--- src/rtl/key_filter_pkg.sv ---
// Shared constants for the multi-channel key debouncer: one-hot FSM encodings,
// output reset levels and a small helper for sizing the shared counter.
package key_filter_pkg;

  localparam logic [3:0] ST_IDLE    = 4'b0001;
  localparam logic [3:0] ST_FILTER0 = 4'b0010;
  localparam logic [3:0] ST_DOWN    = 4'b0100;
  localparam logic [3:0] ST_FILTER1 = 4'b1000;

  // Released level; sync/edge flops also preset here so reset exit is quiet
  localparam logic KEY_STATE_RST = 1'b1;
  localparam logic KEY_FLAG_RST  = 1'b0;
  localparam logic KEY_LONG_RST  = 1'b0;
  localparam logic SYNC_RST      = 1'b1;

  function automatic int unsigned max_u(input int unsigned a, input int unsigned b);
    return (a > b) ? a : b;
  endfunction

endpackage

--- src/rtl/key_filter_ch.sv ---
// One debounce channel: 2-flop synchroniser, edge detector, 4-state debounce FSM
// and a shared counter used for both the debounce window and the long-press timer.
module key_filter_ch
  import key_filter_pkg::*;
#(
  parameter int unsigned CNT_MAX  = 1_000_000,
  parameter int unsigned LONG_MAX = 50_000_000,
  parameter int unsigned CNT_W    = 26
) (
  input  logic clk,
  input  logic rst_n,
  input  logic key_in,
  output logic key_state,
  output logic key_flag,
  output logic key_long
);

  localparam logic [CNT_W-1:0] CNT_END  = CNT_W'(CNT_MAX - 1);
  localparam logic [CNT_W-1:0] LONG_END = CNT_W'(LONG_MAX - 1);

  logic s1, s2, s3;
  logic neg, pos;

  logic [3:0]       state, state_nxt;
  logic [CNT_W-1:0] cnt, cnt_nxt;
  logic             long_done, long_done_nxt;
  logic             key_state_nxt, key_flag_nxt, key_long_nxt;

  // Synchroniser and edge register, preset to the released level
  always_ff @(posedge clk or negedge rst_n) begin
    if (!rst_n) begin
      s1 <= SYNC_RST;
      s2 <= SYNC_RST;
      s3 <= SYNC_RST;
    end else begin
      s1 <= key_in;
      s2 <= s1;
      s3 <= s2;
    end
  end

  assign neg = s3 & ~s2;
  assign pos = ~s3 & s2;

  always_ff @(posedge clk or negedge rst_n) begin
    if (!rst_n) begin
      state     <= ST_IDLE;
      cnt       <= '0;
      long_done <= 1'b0;
      key_state <= KEY_STATE_RST;
      key_flag  <= KEY_FLAG_RST;
      key_long  <= KEY_LONG_RST;
    end else begin
      state     <= state_nxt;
      cnt       <= cnt_nxt;
      long_done <= long_done_nxt;
      key_state <= key_state_nxt;
      key_flag  <= key_flag_nxt;
      key_long  <= key_long_nxt;
    end
  end

  // Next-state and output logic; an edge always beats a terminal count
  always_comb begin
    state_nxt     = state;
    cnt_nxt       = cnt;
    long_done_nxt = long_done;
    key_state_nxt = key_state;
    key_flag_nxt  = 1'b0;
    key_long_nxt  = 1'b0;
    case (state)
      ST_IDLE: begin
        cnt_nxt = '0;
        if (neg) state_nxt = ST_FILTER0;
      end
      ST_FILTER0: begin
        if (pos) begin
          state_nxt = ST_IDLE;
          cnt_nxt   = '0;
        end else if (cnt == CNT_END) begin
          state_nxt     = ST_DOWN;
          cnt_nxt       = '0;
          long_done_nxt = 1'b0;
          key_state_nxt = 1'b0;
          key_flag_nxt  = 1'b1;
        end else begin
          cnt_nxt = cnt + CNT_W'(1);
        end
      end
      ST_DOWN: begin
        if (pos) begin
          state_nxt = ST_FILTER1;
          cnt_nxt   = '0;
        end else if (cnt == LONG_END) begin
          // Counter saturates; long_done keeps the pulse to a single cycle
          if (!long_done) begin
            key_long_nxt  = 1'b1;
            long_done_nxt = 1'b1;
          end
        end else begin
          cnt_nxt = cnt + CNT_W'(1);
        end
      end
      ST_FILTER1: begin
        if (neg) begin
          state_nxt     = ST_DOWN;
          cnt_nxt       = '0;
          long_done_nxt = 1'b0;
        end else if (cnt == CNT_END) begin
          state_nxt     = ST_IDLE;
          cnt_nxt       = '0;
          key_state_nxt = 1'b1;
          key_flag_nxt  = 1'b1;
        end else begin
          cnt_nxt = cnt + CNT_W'(1);
        end
      end
      default: begin
        state_nxt     = ST_IDLE;
        cnt_nxt       = '0;
        long_done_nxt = 1'b0;
        key_state_nxt = KEY_STATE_RST;
      end
    endcase
  end

endmodule

--- src/rtl/key_filter_multi.sv ---
// Multi-channel push-button debouncer: NUM_KEYS independent key_filter_ch
// instances sharing one clock and reset.
module key_filter_multi
  import key_filter_pkg::*;
#(
  parameter int unsigned NUM_KEYS = 4,
  parameter int unsigned CNT_MAX  = 1_000_000,
  parameter int unsigned LONG_MAX = 50_000_000
) (
  input  logic                clk,
  input  logic                rst_n,
  input  logic [NUM_KEYS-1:0] key_in,
  output logic [NUM_KEYS-1:0] key_state,
  output logic [NUM_KEYS-1:0] key_flag,
  output logic [NUM_KEYS-1:0] key_long
);

  localparam int unsigned CNT_W = $clog2(max_u(CNT_MAX, LONG_MAX));

  for (genvar i = 0; i < NUM_KEYS; i++) begin : g_ch
    key_filter_ch #(
      .CNT_MAX (CNT_MAX),
      .LONG_MAX(LONG_MAX),
      .CNT_W   (CNT_W)
    ) u_ch (
      .clk      (clk),
      .rst_n    (rst_n),
      .key_in   (key_in[i]),
      .key_state(key_state[i]),
      .key_flag (key_flag[i]),
      .key_long (key_long[i])
    );
  end

endmodule

--- config.mk ---
export PLATFORM = sky130hd
export DESIGN_NAME = key_filter_multi
export DESIGN_NICKNAME = d
export VERILOG_FILES = /design/src/rtl/key_filter_pkg.sv /design/src/rtl/key_filter_ch.sv /design/src/rtl/key_filter_multi.sv
export SDC_FILE = /design/constraint.sdc
export NUM_CORES = 1
export LEC_CHECK = 0
export CAP_MARGIN = 30
export CELL_PAD_IN_SITES_DETAIL_PLACEMENT = 2
export CELL_PAD_IN_SITES_GLOBAL_PLACEMENT = 2
export CORE_ASPECT_RATIO = 0.5
export CORE_MARGIN = 10
export CORE_UTILIZATION = 31
export DETAILED_ROUTE_END_ITERATION = 7
export PLACE_DENSITY_LB_ADDON = 0.2
export SKIP_CTS_REPAIR_TIMING = 1
export SYNTH_ARGS = -nofsm -noshare
export SYNTH_HDL_FRONTEND = slang
export SYNTH_SLANG_ARGS = --single-unit
--- constraint.sdc ---
create_clock -name clk -period 2.5 [get_ports clk]
set_input_delay 0.75 -clock clk [delete_from_list [all_inputs] [get_ports clk]]
set_output_delay 0.75 -clock clk [all_outputs]
set_load 0.03 [all_outputs]
* Word level (Yosys, flattened, before mapping)
Cells that the tools add are included.
Storage, ports and cells: output and inout bits 12, bits in registers 148, logic and storage cells 272
Operators by class: add/sub/neg operators 4, bitwise logic cells 24, eq/ne operators 72, mux-type cells 120, reductions and logical operators 16
Operators by type and width (count):
- two-way mux 26 bit | 20
- case mux 26 bit (3 select lines) | 4
- adder 26 x 1 -> 26 bit (second input constant) | 4
- == test 26 x 20 -> 1 bit (second input constant) | 4
- == test 26 bit (second input constant) | 4
- two-way mux 4 bit | 24
- case mux 4 bit (4 select lines) | 4
- two-way mux 1 bit | 56
- inequality test 2 x 1 -> 1 bit (second input constant) | 24
- inequality test 2 bit (second input constant) | 12
- inequality test 3 x 1 -> 1 bit (second input constant) | 8
- AND reduction 6 bit | 4
- AND reduction 5 bit | 4
- == test 4 x 1 -> 1 bit (second input constant) | 4
- == test 4 x 2 -> 1 bit (second input constant) | 4
- == test 4 x 3 -> 1 bit (second input constant) | 4
- == test 4 bit (second input constant) | 4
- inverter 1 bit | 16
- case mux 1 bit (4 select lines) | 4
- AND reduction 4 bit | 4
- inequality test 3 x 2 -> 1 bit (second input constant) | 4
- case mux 1 bit (3 select lines) | 4
- bitwise AND 1 bit | 8
- case mux 1 bit (2 select lines) | 4
- OR reduction 2 bit | 4

* Longest topological paths before layout
depth after elaboration 4, gate-level depth with buffers 9, gate-level depth less buffers 7

* Cells and area by module
A second synthesis with hierarchy kept.
Second synthesis, totals: cell total of the unflattened synthesis 882, area total of the unflattened synthesis 8270.4 um^2
By module, submodules not included:
- key_filter_ch at g_ch[0].u_ch ... | instances 3, cells each 219, sequential area each 932.1 um^2, area each 2068.2 um^2
- key_filter_ch at g_ch[3].u_ch | instances 1, cells each 225, sequential area each 932.1 um^2, area each 2065.7 um^2

* Worst setup path before layout
No wires, ideal clock.
path type register to register, from register g_ch[2].u_ch.cnt[10], to register g_ch[2].u_ch.long_done, cell stages (with the launch flop) 7, path slack 0.290 ns, required time 2.378 ns, arrival 2.087 ns, library setup time 0.122 ns, buffers on the path 1, cells stage by stage dfrtp_1 -> or4_1 -> or4_1 -> buf_2 -> or3_4 -> o221ai_2 -> nand2_1
On the way: cells in the longest elaborated chain, start to end 3, elaborated cells on any way between the ends 5, those cells by class eq/ne (4); reduce/logical (1)
Ends and longest elaborated chain:
- from (decl) | RTL line key_filter_ch.sv:25 | logic [CNT_W-1:0] cnt, cnt_nxt;
- from (signal assigned) | RTL line key_filter_ch.sv:55 | cnt <= cnt_nxt;
- == test 26 bit or == test 26 x 20 -> 1 bit (tied branches) | RTL line key_filter_ch.sv:94, key_filter_ch.sv:80
- inequality test 2 x 1 -> 1 bit (no source line)
- AND reduction 6 bit (no source line) *
- to (signal assigned) | RTL line key_filter_ch.sv:56 | long_done <= long_done_nxt;
- to (decl) | RTL line key_filter_ch.sv:26 | logic long_done, long_done_nxt;
Every way passes the cells marked *; elsewhere a longest branch is shown, timed or not. A chain may end at the register's enable or synchronous reset.

* Worst setup path in the final report
from register g_ch[3].u_ch.key_state, to output key_state[3]
RTL lines:
- from (decl) | RTL line key_filter_ch.sv:13 | output logic key_state,
- from (signal assigned) | RTL line key_filter_ch.sv:57 | key_state <= key_state_nxt;
- to (decl) | RTL line key_filter_multi.sv:13 | output logic [NUM_KEYS-1:0] key_state,
No word-level cell between the ends.

==> results.md <==
- The run finished with clean final reports.
- After global routing the overflow that remains totals 0.
- The proportion of netlist area held by the largest area contributor is 40.16%.
- The setup TNS is 0 ns.
- The busiest metal layer after global routing is met2.
- Input and output buffers added on the ports amount to 17.
- 18 I/O pins were placed.
- The type of the tightest min-delay check is in2async.
- The number of violations of the max-capacitance limit is 0.
- The worst endpoint data arrival time is 1.64 ns.
- For this design, the sink count on the clock tree is 148.
- The number of antenna violations at the first check in global routing is 0.
- The cell chosen for the clock root is sky130_fd_sc_hd__clkbuf_16.
- The endpoint required time on the critical path is 1.75 ns.
- The number of nets handed over by synthesis was 880.
- In this run the cell area of the synthesized design comes to 7975 sq um.
- The post-route antenna net violation count is 0.
- The biggest cell delay along the critical path is 0.67 ns.
- The number of nets in the layout is 916.
- After filler insertion, the fill cell instance count of the layout stands at 2761.
- The later-pin clock latency in the skew report is 0.43 ns.
- The sequential area share after synthesis is between 40% and 50%.
- The total global routing track utilization is 14.26%.
- The floorplan die height is between 100 and 150 um.
- The number of buffers and inverters on the critical path is 1.
- The violation count after the first detailed-route iteration is roughly 300.
- The family with the most delay on the worst path is buffers and inverters.
- Summed over all instances, the cell type with the most area after synthesis is sky130_fd_sc_hd__dfrtp_1.
- In this run the core area contains 41 standard-cell rows.
- The maximum frequency from static timing analysis is 418.7 MHz.
- The final period utilization is 95.54%.
- Counting flops with a built-in enable in the synthesized netlist gives 0.
- The starting utilization of the core area is 31.60%.
- IR analysis of the VDD net gives a maximum drop of 462.5 uV.
- The die covers ~33000 sq um.
- The clock skew is 0.008668 ns.
- The cell count after synthesis came out at between 800 and 900.
- TritonCTS built the clock tree.
- The routed via count divided by cell count is between 5 and 6.
- The critical path goes through clkdlybuf4s50_1.
- Headroom to the max-slew limit came out at 49.28%.
- Setup violations remaining at the end of the flow were counted as 0.
- The final critical path time including I/O delays and setup is 2.389 ns.
- In this run the number of H-tree levels came out at 4.
- The startpoint type of the worst setup path is a register.
- In this run the static leakage power is 3.749 nW.
- The number of distinct standard cells referenced by the synthesized netlist is 69.
- The number of global-route vias before repair was 7357.
- The library cell used most frequently in the layout, excluding fill and tap cells, is sky130_fd_sc_hd__nor2_1.
- The routed design has 22.29 mm of wire.
- The number of diodes is 0.
- Global routing consumed, on the met1 layer, 18.44% of the routing resources.
- Yosys attributes the largest share of cell area to sky130_fd_sc_hd__dfrtp_1 (40%), sky130_fd_sc_hd__dfstp_2 (6.6%), sky130_fd_sc_hd__nor2_1 (6.3%), sky130_fd_sc_hd__xor2_1 (5.9%), sky130_fd_sc_hd__xnor2_1 (3.0%).
- Entering global routing, the biggest net connects 49 pins.
- Cells fill between 30 and 40% of the core in the end.
- In the final layout, the share of cells above drive strength 1 is 13.60%.
- The number of warnings printed during yosys synthesis is 0.
- The first global-routing pass estimated roughly 39 mm of wire.
- The setup path with the least slack is of type reg2out.
- The total instance count after detailed placement is 1231.
- Clock tree synthesis inserted a total of 17 buffers.
- On the critical path, the stage with the largest delay is an instance of sky130_fd_sc_hd__clkdlybuf4s50_1.
- The design draws 6.088 mW.
- For this run, global-route usage on met2 was measured as 23.81%.
- Setup repair after global routing left no endpoint under its margin.
- After detailed routing, the number of remaining DRC violations is 0.
- In the layout the commonest cells are sky130_fd_sc_hd__nor2_1 (133), sky130_fd_sc_hd__dfrtp_1 (128), sky130_fd_sc_hd__nand2_1 (62).
- The final weighted congestion in routability-driven placement is 0.7934.
- The non-filler instance count after layout is 1263.
- The max-slew violation total from the final report is 0.
- For the pin with the worst max-slew slack, the measured transition is 0.7550 ns.
- Clock-pin slew was measured on the worst setup and hold paths at 0.06 ns.
- The final hold violation count is 0.
- The area inside the core boundary is around 25000 sq um.
- The met3 capacity usage during global routing is 2.913%.
- The nature of the critical path endpoint is an output port.
- For this run, the detailed router's first-pass iteration total came to 4.
- No sink is reached through more buffers than the 2 on the longest clock path.
- After synthesis, the mean cell area works out to between 9 and 10 sq um.
- The most used flip-flop cell after synthesis is sky130_fd_sc_hd__dfrtp_1.
- The routed layout has 6609 vias.
- Compared with the post-synthesis result, the final layout area differs by 18.25%.
- Of all flip-flops after synthesis, the portion carrying an async set or reset was 100.0%.
- In this run the horizontal extent of the chip is ~250 um.
- In this run the power density over the cells is 645.5 nW/um^2.
- In the final routed layout, each cell accounts on average for 17.65 um.
- The largest fanout on the critical path is 3.
- The number of synthesized register bits is 148.
- The total half-perimeter wirelength after legalization and detailed placement is 15.54 mm.
## routing by layer
layer / vias to the layer above / wire length (um) / share of wire (%)
met5: - / 0 / 0
met4: 0 / 225 / 1.0
met3: 15 / 410 / 1.8
met2: 28 / 10650 / 48
met1: 3427 / 11010 / 49
li1: 3139 / - / -
## kinds of logic after synthesis
group                      count (synthesis)  synth area share [%]
buffers and inverters                     66                 3.922
adders and majority gates                  4                0.6276
DFF                                      148                 46.75
AOI/OAI and AO/OA                        123                 10.29
and+or+nand+nor                          444                 28.98
xor gates and xnor gates                  81                 8.896
muxes                                      4                0.5334
## through the flow
stage | worst slack [ns] | area [sq um] | hold slack [ns]
5_1_grt | 0.004276 | 9430 | 0.2605
3_5_place_dp | 0.1764 | 8733 | 0.3475
6_report | 0.1115 | 9430 | 0.2455
2_1_floorplan | 0.2902 | 7975 | 0.3452
4_1_cts | 0.009288 | 9407 | 0.2431
3_3_place_gp | 0.2107 | 8733 | 0.3462
## cells in the mapped netlist, drive strengths merged, types with 11 or more instances
cell type,n
nor2,134
dfrtp,128
nand2,62
xor2,54
nand3,44
nor3,39
o21ai,30
buf,29
and3,28
nand4,27
xnor2,27
a21oi,26
nand2b,22
clkbuf,20
dfstp,20
inv,16
nor2b,15
and4,11
nor4,11
nor4b,11
## sequential cells by signal, indices dropped and copies added (netlist names)
name                 cells
g_ch.u_ch.key_long       4
g_ch.u_ch.s1             4
g_ch.u_ch.key_flag       4
g_ch.u_ch.state         16
g_ch.u_ch.long_done      4
g_ch.u_ch.s3             4
g_ch.u_ch.key_state      4
g_ch.u_ch.s2             4
g_ch.u_ch.cnt          104
## power breakdown
group	leakage, nW	total (mW)	switching, mW	internal [mW]
registers	2.00	2.52	0.0549	2.47
clock network	0.319	2.95	1.05	1.90
logic	1.43	0.617	0.389	0.227
## area by class of cell
type                    count  area, sq um  share of cell area, %
well taps                 344        430.4                  4.564
repair buffers             66        579.3                  6.143
flip-flops and latches    148         3729                  39.54
inverters                  17        63.81                 0.6767
clock buffers              19        442.9                  4.697
clock inverters            13        230.2                  2.441
multi-input cells         656         3955                  41.94
## final timing paths
| path | startpoint | cells past startpoint | endpoint | slack [ns] |
|---|---|---|---|---|
| worst max-delay path | g_ch[3].u_ch.key_state$_DFFE_PN1P_ | 1 | key_state[3] | 0.11 |
| worst min-delay path | rst_n | 1 | g_ch[3].u_ch.state[3]$_DFFE_PN0P_ | 0.25 |
| worst max register to register | g_ch[2].u_ch.cnt[10]$_DFFE_PN0P_ | 5 | g_ch[2].u_ch.long_done$_DFFE_PN0P_ | 0.21 |
| worst min register to register | g_ch[1].u_ch.s1$_DFF_PN1_ | 0 | g_ch[1].u_ch.s2$_DFF_PN1_ | 0.36 |
| max in group asynchronous | rst_n | 2 | g_ch[1].u_ch.key_state$_DFFE_PN1P_ | 1.53 |
| min in group clk | g_ch[1].u_ch.s1$_DFF_PN1_ | 0 | g_ch[1].u_ch.s2$_DFF_PN1_ | 0.36 |
Power figures use the tool's default switching activity.
